### src/rtl/video_test_pattern_pkg.sv
// Shared types and colour helpers for the video test-pattern generator.
package video_test_pkg;

  typedef enum logic [1:0] {
    CHECKER  = 2'd0,
    BARS     = 2'd1,
    GRADIENT = 2'd2,
    BOUNCE   = 2'd3
  } mode_t;

  typedef struct packed {
    logic [7:0] r;
    logic [7:0] g;
    logic [7:0] b;
  } rgb_t;

  localparam rgb_t COLOR_WHITE = '{r: 8'hFF, g: 8'hFF, b: 8'hFF};
  localparam rgb_t COLOR_BLACK = '{r: 8'h00, g: 8'h00, b: 8'h00};

  // Bar order: white, yellow, cyan, green, magenta, red, blue, black.
  function automatic rgb_t bar_color(input logic [2:0] idx);
    rgb_t c;
    c.r = {8{~idx[1]}};
    c.g = {8{~idx[2]}};
    c.b = {8{~idx[0]}};
    return c;
  endfunction

endpackage

### src/rtl/video_test_pattern_if.sv
// Raster-in / pixel-out bundle between the timing generator and the pattern generator.
// No backpressure: de qualifies x/y every cycle, frame_start is a single-cycle pulse in blanking.
interface video_test_pattern_if #(
  parameter int X_WIDTH = 10,
  parameter int Y_WIDTH = 10
);
  logic [X_WIDTH-1:0] x;
  logic [Y_WIDTH-1:0] y;
  logic               de;
  logic               frame_start;
  logic [7:0]         r;
  logic [7:0]         g;
  logic [7:0]         b;
  logic [1:0]         mode;

  modport master (output x, y, de, frame_start, input r, g, b, mode);
  modport slave  (input x, y, de, frame_start, output r, g, b, mode);
endinterface

### src/rtl/button_debouncer.sv
// Two-flop synchroniser plus counter debouncer; rise pulses one cycle when the stable level goes high.
module button_debouncer #(
  parameter int DEBOUNCE_CYCLES = 250000
) (
  input  logic clk,
  input  logic rst_n,
  input  logic btn_raw,
  output logic level,
  output logic rise
);
  localparam int CNT_W = $clog2(DEBOUNCE_CYCLES + 1);
  localparam logic [CNT_W-1:0] CNT_LAST = CNT_W'(DEBOUNCE_CYCLES - 1);

  logic             sync1_q;
  logic             sync2_q;
  logic             stable_q;
  logic             rise_q;
  logic [CNT_W-1:0] cnt_q;

  always_ff @(posedge clk or negedge rst_n) begin
    if (!rst_n) begin
      sync1_q  <= 1'b0;
      sync2_q  <= 1'b0;
      stable_q <= 1'b0;
      rise_q   <= 1'b0;
      cnt_q    <= '0;
    end else begin
      sync1_q <= btn_raw;
      sync2_q <= sync1_q;
      rise_q  <= 1'b0;
      if (sync2_q == stable_q) begin
        cnt_q <= '0;
      end else if (cnt_q == CNT_LAST) begin
        stable_q <= sync2_q;
        rise_q   <= sync2_q;
        cnt_q    <= '0;
      end else begin
        cnt_q <= cnt_q + 1'b1;
      end
    end
  end

  assign level = stable_q;
  assign rise  = rise_q;

endmodule

### src/rtl/video_test_pattern.sv
// Four-mode test-pattern generator: checker, colour bars, gradient, bouncing square.
// Mode changes only on frame_start; pixel output is registered one cycle behind x/y/de.
module video_test_pattern
  import video_test_pkg::*;
#(
  parameter int HOR_ACTIVE_PIXELS = 800,
  parameter int VER_ACTIVE_PIXELS = 600,
  parameter int CHECKER_LOG2      = 3,
  parameter int DEBOUNCE_CYCLES   = 250000,
  parameter int SQUARE_SIZE       = 32
) (
  input logic                 clk,
  input logic                 rst_n,
  input logic                 btn,
  video_test_pattern_if.slave vid
);
  localparam int X_WIDTH = $clog2(HOR_ACTIVE_PIXELS);
  localparam int Y_WIDTH = $clog2(VER_ACTIVE_PIXELS);
  localparam int BAR_W   = HOR_ACTIVE_PIXELS / 8;
  localparam logic [X_WIDTH-1:0] SQ_X_MAX = X_WIDTH'(HOR_ACTIVE_PIXELS - SQUARE_SIZE);
  localparam logic [Y_WIDTH-1:0] SQ_Y_MAX = Y_WIDTH'(VER_ACTIVE_PIXELS - SQUARE_SIZE);

  logic               btn_level;
  logic               btn_rise;
  mode_t              mode_q;
  mode_t              pending_q;
  logic [7:0]         frame_cnt_q;
  logic [X_WIDTH-1:0] sq_x_q;
  logic [Y_WIDTH-1:0] sq_y_q;
  logic               dir_x_q;
  logic               dir_y_q;
  rgb_t               pix_d;
  rgb_t               pix_q;
  logic [2:0]         bar_idx;
  logic [7:0]         grad_r;
  logic [7:0]         grad_g;
  logic               in_square;

  button_debouncer #(
    .DEBOUNCE_CYCLES(DEBOUNCE_CYCLES)
  ) u_btn (
    .clk     (clk),
    .rst_n   (rst_n),
    .btn_raw (btn),
    .level   (btn_level),
    .rise    (btn_rise)
  );

  // pending_q collects presses; mode_q samples its pre-edge value at frame_start.
  always_ff @(posedge clk or negedge rst_n) begin
    if (!rst_n) begin
      mode_q      <= CHECKER;
      pending_q   <= CHECKER;
      frame_cnt_q <= 8'd0;
      sq_x_q      <= '0;
      sq_y_q      <= '0;
      dir_x_q     <= 1'b1;
      dir_y_q     <= 1'b1;
    end else begin
      if (btn_rise && btn_level) begin
        pending_q <= mode_t'(pending_q + 2'd1);
      end
      if (vid.frame_start) begin
        mode_q      <= pending_q;
        frame_cnt_q <= frame_cnt_q + 8'd1;
        if (dir_x_q) begin
          if (sq_x_q == SQ_X_MAX) begin
            dir_x_q <= 1'b0;
            sq_x_q  <= sq_x_q - 1'b1;
          end else begin
            sq_x_q <= sq_x_q + 1'b1;
          end
        end else begin
          if (sq_x_q == '0) begin
            dir_x_q <= 1'b1;
            sq_x_q  <= sq_x_q + 1'b1;
          end else begin
            sq_x_q <= sq_x_q - 1'b1;
          end
        end
        if (dir_y_q) begin
          if (sq_y_q == SQ_Y_MAX) begin
            dir_y_q <= 1'b0;
            sq_y_q  <= sq_y_q - 1'b1;
          end else begin
            sq_y_q <= sq_y_q + 1'b1;
          end
        end else begin
          if (sq_y_q == '0) begin
            dir_y_q <= 1'b1;
            sq_y_q  <= sq_y_q + 1'b1;
          end else begin
            sq_y_q <= sq_y_q - 1'b1;
          end
        end
      end
    end
  end

  // Bar index by comparator chain rather than a divide.
  always_comb begin
    bar_idx = 3'd0;
    for (int k = 1; k < 8; k++) begin
      if (32'(vid.x) >= 32'(k * BAR_W)) begin
        bar_idx = bar_idx + 3'd1;
      end
    end
  end

  generate
    if (X_WIDTH >= 8) begin : g_grad_x_top
      assign grad_r = vid.x[X_WIDTH-1 -: 8];
    end else begin : g_grad_x_pad
      assign grad_r = {vid.x, {(8 - X_WIDTH){1'b0}}};
    end
    if (Y_WIDTH >= 8) begin : g_grad_y_top
      assign grad_g = vid.y[Y_WIDTH-1 -: 8];
    end else begin : g_grad_y_pad
      assign grad_g = {vid.y, {(8 - Y_WIDTH){1'b0}}};
    end
  endgenerate

  assign in_square = (32'(vid.x) >= 32'(sq_x_q)) &&
                     (32'(vid.x) <  32'(sq_x_q) + 32'(SQUARE_SIZE)) &&
                     (32'(vid.y) >= 32'(sq_y_q)) &&
                     (32'(vid.y) <  32'(sq_y_q) + 32'(SQUARE_SIZE));

  always_comb begin
    pix_d = COLOR_BLACK;
    if (vid.de) begin
      case (mode_q)
        CHECKER:  pix_d = (vid.x[CHECKER_LOG2] ^ vid.y[CHECKER_LOG2]) ? COLOR_WHITE : COLOR_BLACK;
        BARS:     pix_d = bar_color(bar_idx);
        GRADIENT: pix_d = '{r: grad_r, g: grad_g, b: frame_cnt_q};
        BOUNCE:   pix_d = in_square ? COLOR_WHITE : COLOR_BLACK;
        default:  pix_d = COLOR_BLACK;
      endcase
    end
  end

  always_ff @(posedge clk or negedge rst_n) begin
    if (!rst_n) begin
      pix_q <= COLOR_BLACK;
    end else begin
      pix_q <= pix_d;
    end
  end

  assign vid.r    = pix_q.r;
  assign vid.g    = pix_q.g;
  assign vid.b    = pix_q.b;
  assign vid.mode = mode_q;

endmodule

### src/flat_wrapper.sv
// flat-port wrapper written by rule: the top's interface ports become plain ports
module video_test_pattern_flat import video_test_pkg::*;
#(
  parameter int HOR_ACTIVE_PIXELS = 800,
  parameter int VER_ACTIVE_PIXELS = 600,
  parameter int CHECKER_LOG2      = 3,
  parameter int DEBOUNCE_CYCLES   = 250000,
  parameter int SQUARE_SIZE       = 32
)
  (clk, rst_n, btn, vid_x, vid_y, vid_de, vid_frame_start, vid_r, vid_g, vid_b, vid_mode);
  video_test_pattern_if vid_i ();
  input logic clk;
  input logic rst_n;
  input logic btn;
  input wire logic [$bits(vid_i.x)-1:0] vid_x;
  input wire logic [$bits(vid_i.y)-1:0] vid_y;
  input wire logic [$bits(vid_i.de)-1:0] vid_de;
  input wire logic [$bits(vid_i.frame_start)-1:0] vid_frame_start;
  output wire logic [$bits(vid_i.r)-1:0] vid_r;
  output wire logic [$bits(vid_i.g)-1:0] vid_g;
  output wire logic [$bits(vid_i.b)-1:0] vid_b;
  output wire logic [$bits(vid_i.mode)-1:0] vid_mode;
  assign vid_i.x = vid_x;
  assign vid_i.y = vid_y;
  assign vid_i.de = vid_de;
  assign vid_i.frame_start = vid_frame_start;
  assign vid_r = vid_i.r;
  assign vid_g = vid_i.g;
  assign vid_b = vid_i.b;
  assign vid_mode = vid_i.mode;
  video_test_pattern #(.HOR_ACTIVE_PIXELS(HOR_ACTIVE_PIXELS), .VER_ACTIVE_PIXELS(VER_ACTIVE_PIXELS), .CHECKER_LOG2(CHECKER_LOG2), .DEBOUNCE_CYCLES(DEBOUNCE_CYCLES), .SQUARE_SIZE(SQUARE_SIZE)) u_core (.clk(clk), .rst_n(rst_n), .btn(btn), .vid(vid_i));
endmodule
### config.mk
export PLATFORM = sky130hd
export DESIGN_NAME = video_test_pattern_flat
export DESIGN_NICKNAME = d
export VERILOG_FILES = /design/src/rtl/video_test_pattern_pkg.sv /design/src/rtl/video_test_pattern_if.sv /design/src/rtl/button_debouncer.sv /design/src/rtl/video_test_pattern.sv /design/src/flat_wrapper.sv
export SDC_FILE = /design/constraint.sdc
export NUM_CORES = 1
export LEC_CHECK = 0
export ABC_AREA = 1
export CORE_UTILIZATION = 46
export CTS_CLUSTER_DIAMETER = 50
export DETAILED_ROUTE_END_ITERATION = 7
export HOLD_SLACK_MARGIN = 0.03
export PLACE_DENSITY = 0.7
export SYNTH_ARGS = -nofsm -noshare
export SYNTH_HDL_FRONTEND = slang
export SYNTH_SLANG_ARGS = --single-unit
export TNS_END_PERCENT = 1
### constraint.sdc
create_clock -name clk -period 2.7 [get_ports clk]
set_clock_uncertainty 0.15 [all_clocks]
set_input_delay 0.81 -clock clk [delete_from_list [all_inputs] [get_ports clk]]
set_output_delay 0.81 -clock clk [all_outputs]
set_load 0.05 [all_outputs]
# --- Word level (Yosys, flattened, before mapping) ---
# Cells that the tools add are included.
classes:
  add_sub_neg: 15
  order_cmp: 11
  n_eq_ne: 7
  mux: 27
  bitwise: 5
  n_reduce_logical: 8
op_table:
  columns: ["cell", "count"]
  rows:
  - ["$pmux 24 s4", 1]
  - ["$mux 24", 3]
  - ["$lt 10x32->1", 2]
  - ["$mux 10", 6]
  - ["$mux 18", 2]
  - ["$ge 10x9->1 const B", 3]
  - ["$add 10x6->11 const B", 2]
  - ["$add 10x1->10 const B", 2]
  - ["$eq 10x10->1 const B", 2]
  - ["$ge 10x10->1", 2]
  - ["$ge 10x10->1 const B", 2]
  - ["$logic_not 10->1", 2]
  - ["$sub 10x1->10 const B", 2]
  - ["$add 18x1->18 const B", 1]
  - ["$eq 18x18->1 const B", 1]
  - ["$mux 3", 6]
  - ["$add 3x1->3 const B", 5]
  - ["$ge 10x7->1 const B", 1]
  - ["$ge 10x8->1 const B", 1]
  - ["$mux 1", 9]
  - ["$add 8x1->8 const B", 1]
  - ["$eq 2x2->1 const B", 2]
  - ["$logic_and 1x1->1", 4]
  - ["$not 1->1", 4]
  - ["7 further kinds", 7]
word_totals:
  register_bits: 80
  output_inout_bits: 26

# --- Logic depth before layout (Yosys ltp) ---
logic_depth:
  ltp_word: 17
  depth_mapped: 27

# --- By module ---
# Synthesis repeated with hierarchy kept, for this count alone.
unflattened:
  hier_cells: 758
  area_unflattened_um2: 5775.5
modules_own_cells:
  columns: ["module", "instances", "cells_each", "area_each_um2", "seq_area_each_um2"]
  rows:
  - ["video_test_pattern", 1, 620, 4643.2, 1453.9]
  - ["button_debouncer", 1, 138, 1132.3, 550.5]

# --- Worst setup path before layout ---
# OpenSTA, ideal clock, no wires.
synth_timing:
  path_kind: "input-to-reg"
  from: "input vid_x[3]"
  to: "register u_core.pix_q, in the netlist u_core.vid.r[0]"
  t_arrival_ps: 4074
  required_time_ps: 2472
  path_slack_ps: -1602
  path_stages: 23
  path_cell_list: "nor2_1 inv_1 nor2_1 o21ai_0 inv_1 ha_1 inv_1 nand3_2 nand2_2 inv_2 ha_1 or2_1 nand2_1 nand2_1 nand3b_1 nand2_1 ha_1 or2_2 and2_1 ha_1 a21boi_0 nand2_2 a21oi_1"
synth_rtl:
  columns: ["item", "line", "text"]
  rows:
  - ["from (decl)", "flat_wrapper.sv:15", "input wire logic [$bits(vid_i.x)-1:0] vid_x;"]
  - ["to (signal assigned)", "video_test_pattern.sv:145", "pix_q <= pix_d;"]
  - ["to (decl)", "video_test_pattern.sv:33", "rgb_t pix_q;"]

==> results.md <==
- Final std cells w/o fill: 992
- CP endpoint kind: flip-flop
- Wire per inst: 14.3 µm
- Outcome: finished, violations left
- Clk Tree Root Cell: clkbuf_16
- RePlAce Congestion: 0.900
- DPL Wire Length: 10,500 µm
- Maxcap violations: 0
- CTS tree: done
- Worst setup margin: -1050 ps
- Clk Latency, worst-skew pair: 340 ps
- Largest area contributor in the netlist: dfrtp_1
- Cts hold-fix bufs: 0
- Final core utilization: 62.4%
- Tot Pwr: 5.30 mW
- Sequential cell area: 2000 µm²
- Max Fclk: 0.267 GHz
- Mapped Nets: 798
- CP peak stage delay: 280 ps
- Max-slew headroom: 59.0%
- DR pass1 iterations: 7
- Multi-input logic area: 3300 µm²
- Hold Fails Final Rpt: 0
- Port Buffer Count: 50
- Final period utilization: 139%
- CP required: 2810 ps
- Post-route cell area: 7250 µm²
- # diodes: 0
- Initial antenna violation count: 0
- PD cells: 731 nW/µm²
- Clk sink count: 80
- P_leak: 3.43 nW
- Cts bufs inserted: 9
- Die area: 12,500 µm²
- Cell Chain, Critical Path: buf_6 > nor2_2 > inv_2 > buf_4 > buf_4 > buf_4 > buf_4 > buf_4 > buf_4 > buf_4 > buf_4 > a31oi_4 > buf_4 > nand3b_1 > nand2_1 > ha_1 > or2_4 > and2_4 > ha_4 > nand2_2 > inv_2 > nand3_2 > nand3_4 > a21oi_2
- Detailed Route Iter0 Violations: 346
- H-tree Lvls: 3
- CORE AREA: 11,600 µm²
- Final count of pins violating max slew: 0
- Core Rows: 39
- CTS clk-pin slew, worst paths: 60 ps
- Netlist Area Pre-Place: 5560 µm²
- Initial Util: 47.9%
- Final setup fails: 24
- First-pass GRT wire length: 23,800 µm
- Synthesized area per cell: 7.67 µm²
- Number of synthesized flops with an enable pin: 0
- Worst Path Max Fanout: 8
- Vias per cell: 5.35
- Placed insts: 961
- DRT Wirelength: 14,200 µm
- Unrepaired setup endpoints after global routing: true
- Clock buffer depth: 2
- Die Wd: 112 µm
- Fillers: 978
- Post-Synthesis Cells: 725
- Worst slack at placement: -1930 ps
- Ys async rst share: 100%
- Placed Area: 6720 µm²
- Main synth FF type: dfrtp_1
- Syn. warnings: 0
- Synth Register Bits: 80
- Worst-Margin Slew: 610 ps
- Critical path arrival: 3850 ps
- Vias in the first global route: 5,235
- Layout cells sized above 1: 19.1%
- Hold slack: 190 ps
- Most frequent cell after synthesis: nand2_1
- WP buf/inv: 12
- CP max stage cell: ha_1
- WS Path Type: in2reg
- Final nets: 917
- Critical Path Start Type: input pin
- Top cells by count, synth: 105 x nand2_1, 100 x a21oi_1, 86 x inv_1
- IO Count: 51
- Register area share after synthesis: 36.0%
- Sum Neg Setup Slack: -18,950 ps
- Vias after detailed routing: 5,303
- Failing checks: design-rule violations, negative setup slack
- Total Routing Usage GR: 23.5%
- Grt ovf: 0
- DR DRC count: 8
- Remaining antenna violation count: 0
- Top cell type's share of synthesized area: 35.1%
- Min-delay worst type: reg2reg
- Largest net degree at the start of global routing: 37
- Area contributors post-synth: dfrtp_1 35%, ha_1 11%, a21oi_1 9.0%
- Layout overhead on the synthesized area: 30.4%
- Family with the most delay on the worst path: buffers and inverters
- Final worst path period need: 3750 ps
- Cell variety after synth: 40
- Crit path top cell by count: buf_4
- Max IR drop VDD: 0.000377 V
- Chip Height: 112 µm
sequential cells by signal, indices dropped and copies added, names as in the netlist:
name,flops
u_core.dir_x_q,1
u_core.dir_y_q,1
u_core.frame_cnt_q,8
u_core.pending_q,2
u_core.sq_x_q,10
u_core.sq_y_q,10
u_core.u_btn.cnt_q,18
u_core.u_btn.level,1
u_core.u_btn.rise,1
u_core.u_btn.sync1_q,1
u_core.u_btn.sync2_q,1
u_core.vid.b,8
u_core.vid.g,8
u_core.vid.mode,2
u_core.vid.r,8
cells in the final DEF, fill, tap and decap left out, types with 7 or more instances in the layout:
cell type,n
ha_1,45
nand2_2,7
nand4_1,13
nor4_1,9
nand2_1,100
o21ai_0,36
inv_1,79
nor2_1,52
inv_2,12
nor3_1,20
clkbuf_16,9
a21oi_1,92
dfrtp_1,78
a21oi_2,8
buf_4,77
xor2_1,34
nand3_1,41
clkdlybuf4s50_1,39
o21a_1,13
cells by family (layout without fill, tap and decap cells):
kind of cell             Yosys count  after routing  synth area share, %
adder cells (fa/ha/maj)           48             48                 10.8
XOR/XNOR                          38             38                 5.99
AO/OA/AOI/OAI                    175            175                 17.4
flip-flops                        80             80                 36.0
AND/OR/NAND/NOR                  269            269                 21.9
buffers and inverters            115            239                 7.85
final cells by class:
type	count	area share, %
Clock buffer	11	3.21
Multi-Input combinational cell	530	45.5
Inverter	96	5.04
Timing Repair Buffer	127	15.3
Tap cell	143	2.47
Sequential cell	80	27.6
Clock inverter	5	0.811
final timing paths:
kind / start / to / slack [ps] / depth (start not counted)
min reg2reg: u_core.u_btn.sync1_q / u_core.u_btn.sync2_q / 190 / 0
max: vid_x[2] / u_core.vid.g[1] / -1050 / 24
min in group asynchronous: rst_n / u_core.vid.r[5] / 280 / 1
max reg2reg: u_core.sq_y_q[5] / u_core.vid.g[0] / 60 / 11
max in group asynchronous: rst_n / u_core.dir_y_q / 1450 / 2
min: u_core.u_btn.sync1_q / u_core.u_btn.sync2_q / 190 / 0
layer usage:
metal,GRT usage (%),up-vias,wire length [µm]
li1,-,2670,-
met1,29.3,2471,6400
met2,40.7,137,6880
met3,4.30,25,544
met4,8.18,0,342
met5,0,-,0
power breakdown:
part	switching (mW)	total (mW)	internal, mW
logic	1.42	2.37	0.957
clock network	0.483	1.20	0.716
registers	0.281	1.72	1.44
total	2.18	5.30	3.12
repair_timing:
item                                    CTS  global route
pin swaps                                15            14
endpoints found under the setup margin   24            26
setup buffers                            13             2
gates resized for setup                  54            23
Note: power is estimated with default switching activity, not from simulation.
==> patch, RTL diff (same flow settings) <==
Make the reset (`rst_n`) synchronous in 3 clocked blocks.
--- a/src/rtl/button_debouncer.sv
+++ b/src/rtl/button_debouncer.sv
@@ -19,3 +19,3 @@
 
-  always_ff @(posedge clk or negedge rst_n) begin
+  always_ff @(posedge clk) begin
     if (!rst_n) begin
--- a/src/rtl/video_test_pattern.sv
+++ b/src/rtl/video_test_pattern.sv
@@ -49,3 +49,3 @@
   // pending_q collects presses; mode_q samples its pre-edge value at frame_start.
-  always_ff @(posedge clk or negedge rst_n) begin
+  always_ff @(posedge clk) begin
     if (!rst_n) begin
@@ -140,3 +140,3 @@
 
-  always_ff @(posedge clk or negedge rst_n) begin
+  always_ff @(posedge clk) begin
     if (!rst_n) begin
Formal check against the unedited RTL: differs if rst_n is asserted again (counterexample within 4 cycles, from zero or initial values and one cycle with rst_n low); with rst_n held inactive, the same outputs for 10 cycles.
==> patch against the original RTL <==
The flow still finishes with violations (DRC, setup timing); via count grew 6.1%; cell count grew 10%; critical path depth is 6 higher; area after synthesis increased by 0.61%; cell area is 1.8% higher; routed wire length is 1.7% lower; sequential cell count stayed put; setup slack worse by 410 ps.
Power is not compared: it rests on default switching activity, and its combinational part moved more than twofold at a synthesized area within 25%.
==> patch: results (changes against the original RTL) <==
[critical_path]
crit_end=u_core.vid.g[3]  ; was u_core.vid.g[1]
r2r_slack_ps=-60  ; was 60 ps
worst_path_largest_cell_delay_ps=300  ; was 280 ps
cp_top_family=simple AND/OR/NAND/NOR gates  ; was buffers and inverters
timing.rr.start=u_core.sq_y_q[6]  ; was u_core.sq_y_q[5]
crit_path_start=vid_x[3]  ; was vid_x[2]
worstPathArrival_ps=4250  ; was 3850 ps
cp_slowest_cell=ha_1  ; unchanged
reg2regPathDepth=14  ; was 11
reg2reg_to=u_core.vid.r[1]  ; was u_core.vid.g[0]

[timing]
tightest_slew_ps=706  ; was 610 ps
setup_viol=24  ; unchanged
slew_viol_final=0  ; unchanged
layout_setup_ws_ps=-1460  ; was -1050 ps

[placed_design]
post_dp_cell_area_mm2=0.00684  ; was 0.00672 mm2
place.gp.congestion=0.896  ; was 0.900
dpl.hpwl_um=10700  ; was 10,500 um

[finish]
drive_gt1_share_pct=21.4  ; was 19.1%
final_nets=1017  ; was 917
n_antenna_cell=0  ; unchanged
fillers=1032  ; was 978

[global_routing]
first_global_vias=5315  ; was 5,235
grt_pass1_wl_um=23600  ; was 23,800 um
antenna_found_initial=0  ; unchanged
grt_usage_pct=22.5  ; was 23.5%
grt_max_degree=25  ; was 37

[power]
p_leak_nw=3.49
p_sw_mw=1.16

[cts]
htreeDepth=3  ; unchanged
cts_buffers=9  ; unchanged
clk_pin_slew_ps=60  ; about the same

[detailed_routing]
route.detailed.drc=4  ; was 8
wl_per_cell_um=12.7  ; was 14.3 um
drt_iter0_drc=379  ; was 346
routed-via-count=5626  ; was 5,303
first_pass_iters=8  ; was 7

[run_status]
status=finished with violations  ; unchanged
violations=DRC, setup timing  ; unchanged

[synthesis]
synth_common_cells=nand2_1 (129), inv_1 (122), a21oi_1 (80), dfxtp_1 (80), nor2_1 (79)  ; was nand2_1 (105), a21oi_1 (100), inv_1 (86)
synthTopCellsByArea=dfxtp_1 (29%), ha_1 (11%), nand2_1 (8.7%), inv_1 (8.2%), a21oi_1 (7.2%)  ; was dfrtp_1 (35%), ha_1 (11%), a21oi_1 (9.0%), nand2_1 (7.1%), inv_1 (5.8%)
synth_nets=890  ; was 798
async_flop_share_pct=0  ; was 100%
yosysSeqAreaShare_pct=28.6  ; was 36.0%
synth_enable_flop_cells=0  ; unchanged
ys_warn_count=0  ; unchanged
synth.distinct_cells=48  ; was 40

[hold_path]
hold_start=u_core.u_btn.sync1_q  ; unchanged
min_path_type=flip-flop to flip-flop  ; unchanged

-- patch: cell types whose count changed after synthesis, moves of 20 or more --
cell / before / now
nand2_1: 105 / 129
inv_1: 86 / 122
nor2_1: 57 / 79
dfrtp_1: 78 / 0
dfxtp_1: 0 / 80
a21oi_1: 100 / 80
-- patch: kinds of logic after synthesis --
| kind of cell | share of synthesized area (%) |
|---|---|
| AO/OA/AOI/OAI | 15.5 |
| AND/OR/NAND/NOR | 29.0 |
| buffers and inverters | 11.6 |
| XOR/XNOR | 4.70 |
| flip-flops | 28.6 |
| adder cells (fa/ha/maj) | 10.5 |
-- patch: power groups by stage --
| stage | sequential (mW) | clock, mW | combinational, mW |
|---|---|---|---|
| global route | 1.28 | 1.31 | 1.19 |
| detailed placement | 1.30 | 0 | 0.988 |
| CTS | 1.27 | 1.26 | 1.04 |
| global placement | 1.30 | 0 | 0.957 |
| floorplan | 1.37 | 0 | 0.562 |
| finish | 1.27 | 1.24 | 1.07 |
-- patch: layout make-up --
| type | instances | area [um2] | share of cell area (%) |
|---|---|---|---|
| Clock inverter | 7 | 77.6 | 1.05 |
| Inverter | 142 | 563 | 7.63 |
| Timing Repair Buffer | 138 | 1170 | 15.8 |
| Multi-Input combinational cell | 574 | 3570 | 48.3 |
| Sequential cell | 80 | 1600 | 21.7 |
| Clock buffer | 9 | 225 | 3.05 |
| Tap cell | 143 | 179 | 2.42 |
-- patch: timing repair --
item	in CTS	in global routing
endpoints found under the setup margin	24	24
cloned	0	0
endpoints found under the hold margin	0	0
gates resized for setup	45	31
setup buffers	9	5
pin swaps	21	22
-- patch: worst min path at each step --
stage	cells after the start	slack, ps	end
after floorplan	2	240	u_core.u_btn.sync2_q
after CTS	2	260	u_core.u_btn.sync2_q
after global placement	2	250	u_core.u_btn.sync2_q
final	2	260	u_core.u_btn.sync2_q
after global routing	2	300	u_core.u_btn.sync2_q
after detailed placement	2	260	u_core.u_btn.sync2_q
-- patch: routing by layer --
layer  track usage [%]  routed length, um  part of all wire (%)  vias to the layer above
met2              39.5               6830                    49                      121
met5                 0                  0                     0                        -
li1                  -                  -                     -                     2939
met3              3.62                540                   3.9                       19
met1              29.1               6400                    46                     2547
met4              5.07                164                   1.2                        0
-- patch: worst reg2reg max path: cells and delay by family, from the launching register on --
family,cells,cell delay [ps]
buf+inv,2,80
flops,1,410
simple gates,7,1050
xor+xnor,1,160
fa+ha+maj,2,500
compound gates,2,360
-- patch: stage by stage --
step / worst slack (ps) / setup TNS [ps] / cells
floorplan: -1490 / -23540 / 818
global placement: -2250 / -42530 / 1064
detailed placement: -2350 / -44420 / 1064
CTS: -1490 / -25630 / 1089
global route: -1640 / -29820 / 1093
finish: -1460 / -25720 / 1093
